==> src/rtl/alu_operand_stage_if.sv <==
`default_nettype none
// ============================================================================
//  Module   : alu_operand_stage_if
//  Purpose  : Bundles the decode-side request, ALU-side slot, writeback port
//             and flush control of the ALU operand stage.
//  Revision : 1.0  initial release
// ============================================================================
interface alu_operand_stage_if #(
  parameter int XLEN = 32,
  parameter int RAW  = 5
);
  // Decode side (upstream)
  logic            in_valid;
  logic            in_ready;
  logic [RAW-1:0]  in_rs1;
  logic [RAW-1:0]  in_rs2;
  logic [1:0]      in_a_sel;
  logic            in_b_sel;
  logic            in_store;
  logic [XLEN-1:0] in_pc;
  logic [XLEN-1:0] in_imm;
  logic [3:0]      in_aluop;
  logic [RAW-1:0]  in_rd;
  logic            in_rd_we;

  // ALU side (downstream)
  logic            out_valid;
  logic            out_ready;
  logic [XLEN-1:0] out_a;
  logic [XLEN-1:0] out_b;
  logic [3:0]      out_aluop;
  logic [XLEN-1:0] out_rs2d;
  logic [RAW-1:0]  out_rd;
  logic            out_rd_we;

  // Writeback and pipeline control
  logic            wb_en;
  logic [RAW-1:0]  wb_addr;
  logic [XLEN-1:0] wb_data;
  logic            flush;

  // Driver of instructions, writebacks and ALU-side ready
  modport master (
    output in_valid, in_rs1, in_rs2, in_a_sel, in_b_sel, in_store,
           in_pc, in_imm, in_aluop, in_rd, in_rd_we,
           out_ready, wb_en, wb_addr, wb_data, flush,
    input  in_ready, out_valid, out_a, out_b, out_aluop, out_rs2d,
           out_rd, out_rd_we
  );

  // The operand stage itself
  modport slave (
    input  in_valid, in_rs1, in_rs2, in_a_sel, in_b_sel, in_store,
           in_pc, in_imm, in_aluop, in_rd, in_rd_we,
           out_ready, wb_en, wb_addr, wb_data, flush,
    output in_ready, out_valid, out_a, out_b, out_aluop, out_rs2d,
           out_rd, out_rd_we
  );
endinterface
`default_nettype wire

==> src/rtl/alu_operand_stage.sv <==
`default_nettype none
// ============================================================================
//  Module   : alu_operand_stage
//  Purpose  : Issue stage ahead of the ALU. Holds the x1..x31 register file,
//             reads rs1/rs2 with writeback bypass, selects operands A/B,
//             and registers them into a single output slot. A one-bit-per-
//             register pending scoreboard stalls RAW/WAW hazards until the
//             writeback for that register retires.
//  Revision : 1.0  initial release
// ============================================================================
module alu_operand_stage #(
  parameter int XLEN = 32,
  parameter int NREG = 32,
  parameter int RAW  = 5
) (
  input  wire logic           clk,
  input  wire logic           resetn,
  alu_operand_stage_if.slave  i_bus
);

  // Architectural state: x0 is not stored, it reads as zero
  logic [XLEN-1:0] r_regs [1:NREG-1];
  logic [NREG-1:0] r_pending;

  // Output slot
  logic            r_out_valid;
  logic [XLEN-1:0] r_out_a;
  logic [XLEN-1:0] r_out_b;
  logic [3:0]      r_out_aluop;
  logic [XLEN-1:0] r_out_rs2d;
  logic [RAW-1:0]  r_out_rd;
  logic            r_out_rd_we;

  // Combinational
  logic [XLEN-1:0] w_rs1_data;
  logic [XLEN-1:0] w_rs2_data;
  logic [XLEN-1:0] w_a;
  logic [XLEN-1:0] w_b;
  logic            w_use1;
  logic            w_use2;
  logic            w_wb_hit1;
  logic            w_wb_hit2;
  logic            w_wb_hitd;
  logic            w_hazard;
  logic            w_in_ready;
  logic            w_accept;
  logic            w_wb_write;
  logic            w_flush_drop;
  logic [NREG-1:0] w_pending_nxt;

  // Writebacks to x0 are architecturally discarded
  assign w_wb_write = i_bus.wb_en && (i_bus.wb_addr != '0);

  // Source reads: x0 is zero, a same-cycle writeback is bypassed in
  always_comb begin
    w_rs1_data = '0;
    w_rs2_data = '0;
    if (i_bus.in_rs1 != '0) begin
      if (i_bus.wb_en && (i_bus.wb_addr == i_bus.in_rs1))
        w_rs1_data = i_bus.wb_data;
      else
        w_rs1_data = r_regs[i_bus.in_rs1];
    end
    if (i_bus.in_rs2 != '0) begin
      if (i_bus.wb_en && (i_bus.wb_addr == i_bus.in_rs2))
        w_rs2_data = i_bus.wb_data;
      else
        w_rs2_data = r_regs[i_bus.in_rs2];
    end
  end

  // Operand muxes: A from rs1/pc/zero, B from rs2/imm
  always_comb begin
    w_a = '0;
    case (i_bus.in_a_sel)
      2'b00:   w_a = w_rs1_data;
      2'b01:   w_a = i_bus.in_pc;
      default: w_a = '0;
    endcase
    w_b = i_bus.in_b_sel ? i_bus.in_imm : w_rs2_data;
  end

  // Hazard detection; a writeback retiring this cycle resolves the hazard
  always_comb begin
    w_use1    = (i_bus.in_a_sel == 2'b00);
    w_use2    = !i_bus.in_b_sel || i_bus.in_store;
    w_wb_hit1 = i_bus.wb_en && (i_bus.wb_addr == i_bus.in_rs1);
    w_wb_hit2 = i_bus.wb_en && (i_bus.wb_addr == i_bus.in_rs2);
    w_wb_hitd = i_bus.wb_en && (i_bus.wb_addr == i_bus.in_rd);
    w_hazard  = i_bus.in_valid && (
                  (w_use1 && r_pending[i_bus.in_rs1] && !w_wb_hit1) ||
                  (w_use2 && r_pending[i_bus.in_rs2] && !w_wb_hit2) ||
                  (i_bus.in_rd_we && (i_bus.in_rd != '0) &&
                   r_pending[i_bus.in_rd] && !w_wb_hitd));
  end

  assign w_in_ready = !i_bus.flush && !w_hazard && (!r_out_valid || i_bus.out_ready);
  assign w_accept   = i_bus.in_valid && w_in_ready;

  // A held instruction is discarded by flush only if the ALU is not taking
  // it this cycle; one that is consumed keeps its scoreboard entry.
  assign w_flush_drop = i_bus.flush && r_out_valid && !i_bus.out_ready;

  // Scoreboard next state: clears first, a new issue's set wins last
  always_comb begin
    w_pending_nxt = r_pending;
    if (i_bus.wb_en)
      w_pending_nxt[i_bus.wb_addr] = 1'b0;
    if (w_flush_drop && r_out_rd_we)
      w_pending_nxt[r_out_rd] = 1'b0;
    if (w_accept && i_bus.in_rd_we)
      w_pending_nxt[i_bus.in_rd] = 1'b1;
    w_pending_nxt[0] = 1'b0;
  end

  // Register file and scoreboard update
  always_ff @(posedge clk) begin
    if (!resetn) begin
      for (int i = 1; i < NREG; i++)
        r_regs[i] <= '0;
      r_pending <= '0;
    end else begin
      if (w_wb_write)
        r_regs[i_bus.wb_addr] <= i_bus.wb_data;
      r_pending <= w_pending_nxt;
    end
  end

  // Output slot: load on accept, empty on flush or on consume-only
  always_ff @(posedge clk) begin
    if (!resetn) begin
      r_out_valid <= 1'b0;
      r_out_a     <= '0;
      r_out_b     <= '0;
      r_out_aluop <= '0;
      r_out_rs2d  <= '0;
      r_out_rd    <= '0;
      r_out_rd_we <= 1'b0;
    end else if (i_bus.flush) begin
      r_out_valid <= 1'b0;
    end else if (w_accept) begin
      r_out_valid <= 1'b1;
      r_out_a     <= w_a;
      r_out_b     <= w_b;
      r_out_aluop <= i_bus.in_aluop;
      r_out_rs2d  <= w_rs2_data;
      r_out_rd    <= i_bus.in_rd;
      r_out_rd_we <= i_bus.in_rd_we;
    end else if (i_bus.out_ready) begin
      r_out_valid <= 1'b0;
    end
  end

  assign i_bus.in_ready  = w_in_ready;
  assign i_bus.out_valid = r_out_valid;
  assign i_bus.out_a     = r_out_a;
  assign i_bus.out_b     = r_out_b;
  assign i_bus.out_aluop = r_out_aluop;
  assign i_bus.out_rs2d  = r_out_rs2d;
  assign i_bus.out_rd    = r_out_rd;
  assign i_bus.out_rd_we = r_out_rd_we;

endmodule
`default_nettype wire

==> src/flat_wrapper.sv <==
// flat-port wrapper written by rule: the top's interface ports become plain ports
module alu_operand_stage_flat 
#(
  parameter int XLEN = 32,
  parameter int NREG = 32,
  parameter int RAW  = 5
)
  (clk, resetn, i_bus_in_valid, i_bus_in_rs1, i_bus_in_rs2, i_bus_in_a_sel, i_bus_in_b_sel, i_bus_in_store, i_bus_in_pc, i_bus_in_imm, i_bus_in_aluop, i_bus_in_rd, i_bus_in_rd_we, i_bus_out_ready, i_bus_wb_en, i_bus_wb_addr, i_bus_wb_data, i_bus_flush, i_bus_in_ready, i_bus_out_valid, i_bus_out_a, i_bus_out_b, i_bus_out_aluop, i_bus_out_rs2d, i_bus_out_rd, i_bus_out_rd_we);
  alu_operand_stage_if #(.XLEN(XLEN), .RAW(RAW)) i_bus_i ();
  input  wire logic clk;
  input  wire logic resetn;
  input wire logic [$bits(i_bus_i.in_valid)-1:0] i_bus_in_valid;
  input wire logic [$bits(i_bus_i.in_rs1)-1:0] i_bus_in_rs1;
  input wire logic [$bits(i_bus_i.in_rs2)-1:0] i_bus_in_rs2;
  input wire logic [$bits(i_bus_i.in_a_sel)-1:0] i_bus_in_a_sel;
  input wire logic [$bits(i_bus_i.in_b_sel)-1:0] i_bus_in_b_sel;
  input wire logic [$bits(i_bus_i.in_store)-1:0] i_bus_in_store;
  input wire logic [$bits(i_bus_i.in_pc)-1:0] i_bus_in_pc;
  input wire logic [$bits(i_bus_i.in_imm)-1:0] i_bus_in_imm;
  input wire logic [$bits(i_bus_i.in_aluop)-1:0] i_bus_in_aluop;
  input wire logic [$bits(i_bus_i.in_rd)-1:0] i_bus_in_rd;
  input wire logic [$bits(i_bus_i.in_rd_we)-1:0] i_bus_in_rd_we;
  input wire logic [$bits(i_bus_i.out_ready)-1:0] i_bus_out_ready;
  input wire logic [$bits(i_bus_i.wb_en)-1:0] i_bus_wb_en;
  input wire logic [$bits(i_bus_i.wb_addr)-1:0] i_bus_wb_addr;
  input wire logic [$bits(i_bus_i.wb_data)-1:0] i_bus_wb_data;
  input wire logic [$bits(i_bus_i.flush)-1:0] i_bus_flush;
  output wire logic [$bits(i_bus_i.in_ready)-1:0] i_bus_in_ready;
  output wire logic [$bits(i_bus_i.out_valid)-1:0] i_bus_out_valid;
  output wire logic [$bits(i_bus_i.out_a)-1:0] i_bus_out_a;
  output wire logic [$bits(i_bus_i.out_b)-1:0] i_bus_out_b;
  output wire logic [$bits(i_bus_i.out_aluop)-1:0] i_bus_out_aluop;
  output wire logic [$bits(i_bus_i.out_rs2d)-1:0] i_bus_out_rs2d;
  output wire logic [$bits(i_bus_i.out_rd)-1:0] i_bus_out_rd;
  output wire logic [$bits(i_bus_i.out_rd_we)-1:0] i_bus_out_rd_we;
  assign i_bus_i.in_valid = i_bus_in_valid;
  assign i_bus_i.in_rs1 = i_bus_in_rs1;
  assign i_bus_i.in_rs2 = i_bus_in_rs2;
  assign i_bus_i.in_a_sel = i_bus_in_a_sel;
  assign i_bus_i.in_b_sel = i_bus_in_b_sel;
  assign i_bus_i.in_store = i_bus_in_store;
  assign i_bus_i.in_pc = i_bus_in_pc;
  assign i_bus_i.in_imm = i_bus_in_imm;
  assign i_bus_i.in_aluop = i_bus_in_aluop;
  assign i_bus_i.in_rd = i_bus_in_rd;
  assign i_bus_i.in_rd_we = i_bus_in_rd_we;
  assign i_bus_i.out_ready = i_bus_out_ready;
  assign i_bus_i.wb_en = i_bus_wb_en;
  assign i_bus_i.wb_addr = i_bus_wb_addr;
  assign i_bus_i.wb_data = i_bus_wb_data;
  assign i_bus_i.flush = i_bus_flush;
  assign i_bus_in_ready = i_bus_i.in_ready;
  assign i_bus_out_valid = i_bus_i.out_valid;
  assign i_bus_out_a = i_bus_i.out_a;
  assign i_bus_out_b = i_bus_i.out_b;
  assign i_bus_out_aluop = i_bus_i.out_aluop;
  assign i_bus_out_rs2d = i_bus_i.out_rs2d;
  assign i_bus_out_rd = i_bus_i.out_rd;
  assign i_bus_out_rd_we = i_bus_i.out_rd_we;
  alu_operand_stage #(.XLEN(XLEN), .NREG(NREG), .RAW(RAW)) u_core (.clk(clk), .resetn(resetn), .i_bus(i_bus_i));
endmodule
==> config.mk <==
export PLATFORM = sky130hd
export DESIGN_NAME = alu_operand_stage_flat
export DESIGN_NICKNAME = d
export VERILOG_FILES = /design/src/rtl/alu_operand_stage_if.sv /design/src/rtl/alu_operand_stage.sv /design/src/flat_wrapper.sv
export SDC_FILE = /design/constraint.sdc
export NUM_CORES = 2
export LEC_CHECK = 0
export CORE_ASPECT_RATIO = 0.7
export CORE_MARGIN = 2
export CORE_UTILIZATION = 56
export DETAILED_ROUTE_END_ITERATION = 6
export PLACE_DENSITY = 0.84
export SETUP_SLACK_MARGIN = 0.15
export SYNTH_ARGS = -nofsm -noshare
export SYNTH_HDL_FRONTEND = slang
export SYNTH_SLANG_ARGS = --single-unit
==> constraint.sdc <==
create_clock -name clk -period 5 [get_ports clk]
set_input_delay 1.5 -clock clk [delete_from_list [all_inputs] [get_ports clk]]
set_output_delay 1.5 -clock clk [all_outputs]
set_load 0.1 [all_outputs]
==> impl_metrics.json <==
{
  "drt_wl_total_um": 229900,
  "pin_count": 239,
  "grt_pass1_vias": 45970,
  "power_frac_clock_pct": 35.1,
  "globalplace.congestion": 1.023,
  "status": "finished with violations",
  "ir_worst_vdd_mv": 0.3045,
  "slew_headroom_pct": 6.695,
  "cts_root_buf": "clkbuf_16",
  "max_cap_viol_count": 0,
  "htreeDepth": 3,
  "vias": 47550,
  "initial_core_util_pct": 56.43,
  "die_w_um": 402.6,
  "track_usage_pct": 39.61,
  "ant_nets": 0,
  "final_cell_mix": "and2_1 (1031), edfxtp_1 (1024), mux4_2 (462), buf_4 (305), clkdlybuf4s50_1 (218)",
  "vias_per_cell": 7.528,
  "antenna_found_initial": 17,
  "worstHoldPathType": "reg -> reg",
  "cts_tree": "done",
  "fillers": 7582,
  "slew_violations": 0,
  "dieArea_mm2": 0.1140,
  "overflow": 0,
  "cpPeakStageDelay_ns": 0.53,
  "pwr-share-comb_pct": 15.8,
  "syn-instance-count": 4545,
  "clock_path_buffers": 3,
  "die_h_um": 283.0,
  "start_kind": "primary input",
  "synth_top_flop_cell": "edfxtp_1",
  "grt_pass1_wl_um": 322500,
  "synth-seq-area-share_pct": 53.80,
  "clock-sinks": 1162,
  "postSynthAreaPerCell_um2": 13.71,
  "path_delay_family": "buffers and inverters",
  "fin_ws_ns": -0.07739,
  "path_max_fanout": 5,
  "hpwlAfterDp_um": 143300,
  "synth_edf_count": 1024,
  "synth_seq_cells": 1162,
  "grt_max_degree": 152,
  "setup_viol": 1,
  "tightest_slew_ns": 1.395,
  "rows": 102,
  "crit_required_ns": 3.50,
  "yosysWarningCount": 0,
  "place_ws_ns": -0.7143,
  "violations": "DRC, setup timing",
  "power_switching_mw": 6.436,
  "area_delta_synth_final_pct": 14.84,
  "place_inst": 6105,
  "p_sw_share_pct": 27.75,
  "drtIter0Drc": 10450,
  "path_cells": "clkdlybuf4s50_1 > buf_6 > mux4_2 > nand2b_1 > and3_1 > nor4_1 > o31a_1 > nor3_4 > buf_12",
  "yosysUniqueCellTypes": 65,
  "syn_area_mm2": 0.06229,
  "powerDensity_mw_per_mm2": 324.2,
  "finalCritPeriodShare_pct": 101.5,
  "cts-buffers-inserted": 108,
  "drive_gt1_share_pct": 23.70,
  "rsz0062_at_grt": "true",
  "slowest_stage": "clkdlybuf4s50_1",
  "fin_hold_ws_ns": 0.4594,
  "drc": 62,
  "p_int_mw": 16.76,
  "drt-wirelength-per-cell_um": 36.39,
  "fmax_mhz": 197.0,
  "final_common_cell": "and2_1",
  "skew_ns": 0.04598,
  "cp-end-kind": "primary output",
  "final.min_clock_period_ns": 5.077,
  "final_nets": 4892,
  "coreArea_mm2": 0.1104,
  "insertion_delay_ns": 0.77,
  "clk_pin_slew_ns": 0.06,
  "first_pass_iters": 7,
  "seqPwrFrac_pct": 49.1,
  "critPathBufInv": 3,
  "io_buffers": 238,
  "final_cells": 6317,
  "ys_async_sr_fraction_pct": 0,
  "worstSetupPathType": "in -> out",
  "cp.arrival_ns": 3.58,
  "hold_viol_final": 0,
  "p_leak_nw": 24.74,
  "totalPowerFinal_mw": 23.20,
  "final_util_pct": 64.80
}
[cell families after synthesis]
family          synth area share [%]
buf+inv                        3.533
flops                          53.80
xor+xnor                      0.2109
mux                            20.05
other cells                 0.006020
compound gates                 8.539
simple gates                   13.86
[registers in the layout, indices dropped and copies added (netlist names)]
signal                  cells
u_core.r_regs            1024
u_core.r_pending           31
u_core.i_bus.out_rd         5
u_core.i_bus.out_rd_we      1
u_core.i_bus.out_b         32
u_core.i_bus.out_aluop      4
u_core.i_bus.out_rs2d      32
u_core.i_bus.out_a         32
u_core.i_bus.out_valid      1
[layout make-up]
class / instances / area [µm²] / share of cell area, %
Sequential cell: 1162 / 33510 / 46.85
Inverter: 12 / 45.04 / 0.06297
Multi-Input combinational cell: 2890 / 27220 / 38.05
Clock buffer: 152 / 2985 / 4.173
Antenna cell: 13 / 32.53 / 0.04548
Clock inverter: 45 / 374.1 / 0.5230
Timing Repair Buffer: 587 / 5549 / 7.757
Tap cell: 1456 / 1822 / 2.547
[power groups by stage]
stage,logic (mW),clock network (mW),registers [mW]
after floorplan,1.75,0,11.8
after global placement,3.40,0,11.5
final,3.66,8.14,11.4
after global routing,3.67,8.45,11.4
after CTS,3.47,8.10,11.4
after detailed placement,3.45,0,11.6
[cell usage after synthesis (all sizes together) (28+ instances only)]
library cell     n  share of area [%]
and2          1032                 10
mux2            56                1.0
and3            29               0.29
clkbuf         371                2.2
a221oi          94                1.3
dfxtp          138                4.4
nand4           28               0.28
nand2          194                1.2
edfxtp        1024                 49
nor2            56               0.34
o21ai           95               0.76
a211oi          64               0.77
o22ai           34               0.34
mux4           462                 17
a22oi          146                1.8
o2111ai         48               0.67
mux2i          145                2.3
buf            141                1.2
o31ai           51               0.62
[per-layer routing]
| metal | track usage (%) | vias up | part of all wire, % |
|---|---|---|---|
| met5 | 4.929 | - | 0.31 |
| met4 | 20.55 | 26 | 6.5 |
| met3 | 22.56 | 1168 | 21 |
| met2 | 52.47 | 5460 | 39 |
| met1 | 51.01 | 22890 | 33 |
| li1 | - | 18010 | - |
[metrics by stage]
step | cell area [µm²] | setup TNS (ns)
after CTS | 71500 | -0.05613
final | 71540 | -0.07739
after detailed placement | 68110 | -0.7143
after global routing | 71510 | -0.1520
after global placement | 68110 | -0.7205
after floorplan | 62450 | -0.4518
[worst min-delay path, cell delays in order (launching register included)]
cell,delay (ns)
dfxtp_1,0.31
nand2_1,0.05
mux2i_1,0.05
[final timing paths]
kind | startpoint | endpoint | slack, ns | cells after the start
hold reg to reg | u_core.i_bus.out_aluop[2] | u_core.i_bus.out_aluop[2] | 0.46 | 2
hold / removal | u_core.i_bus.out_aluop[2] | u_core.i_bus.out_aluop[2] | 0.46 | 2
setup reg to reg | u_core.r_pending[15] | u_core.i_bus.out_b[21] | 1.88 | 8
setup / recovery | i_bus_in_rs1[3] | i_bus_in_ready | -0.08 | 9
[what timing repair did]
| action | CTS | global route |
|---|---|---|
| setup buffers | 2 | 0 |
| gates resized for setup | 20 | 1 |
| setup endpoints to repair | 1 | 1 |
| pin swaps | 7 | 0 |
| hold buffers | 0 | 0 |
Note: power is estimated with default switching activity, not from simulation.
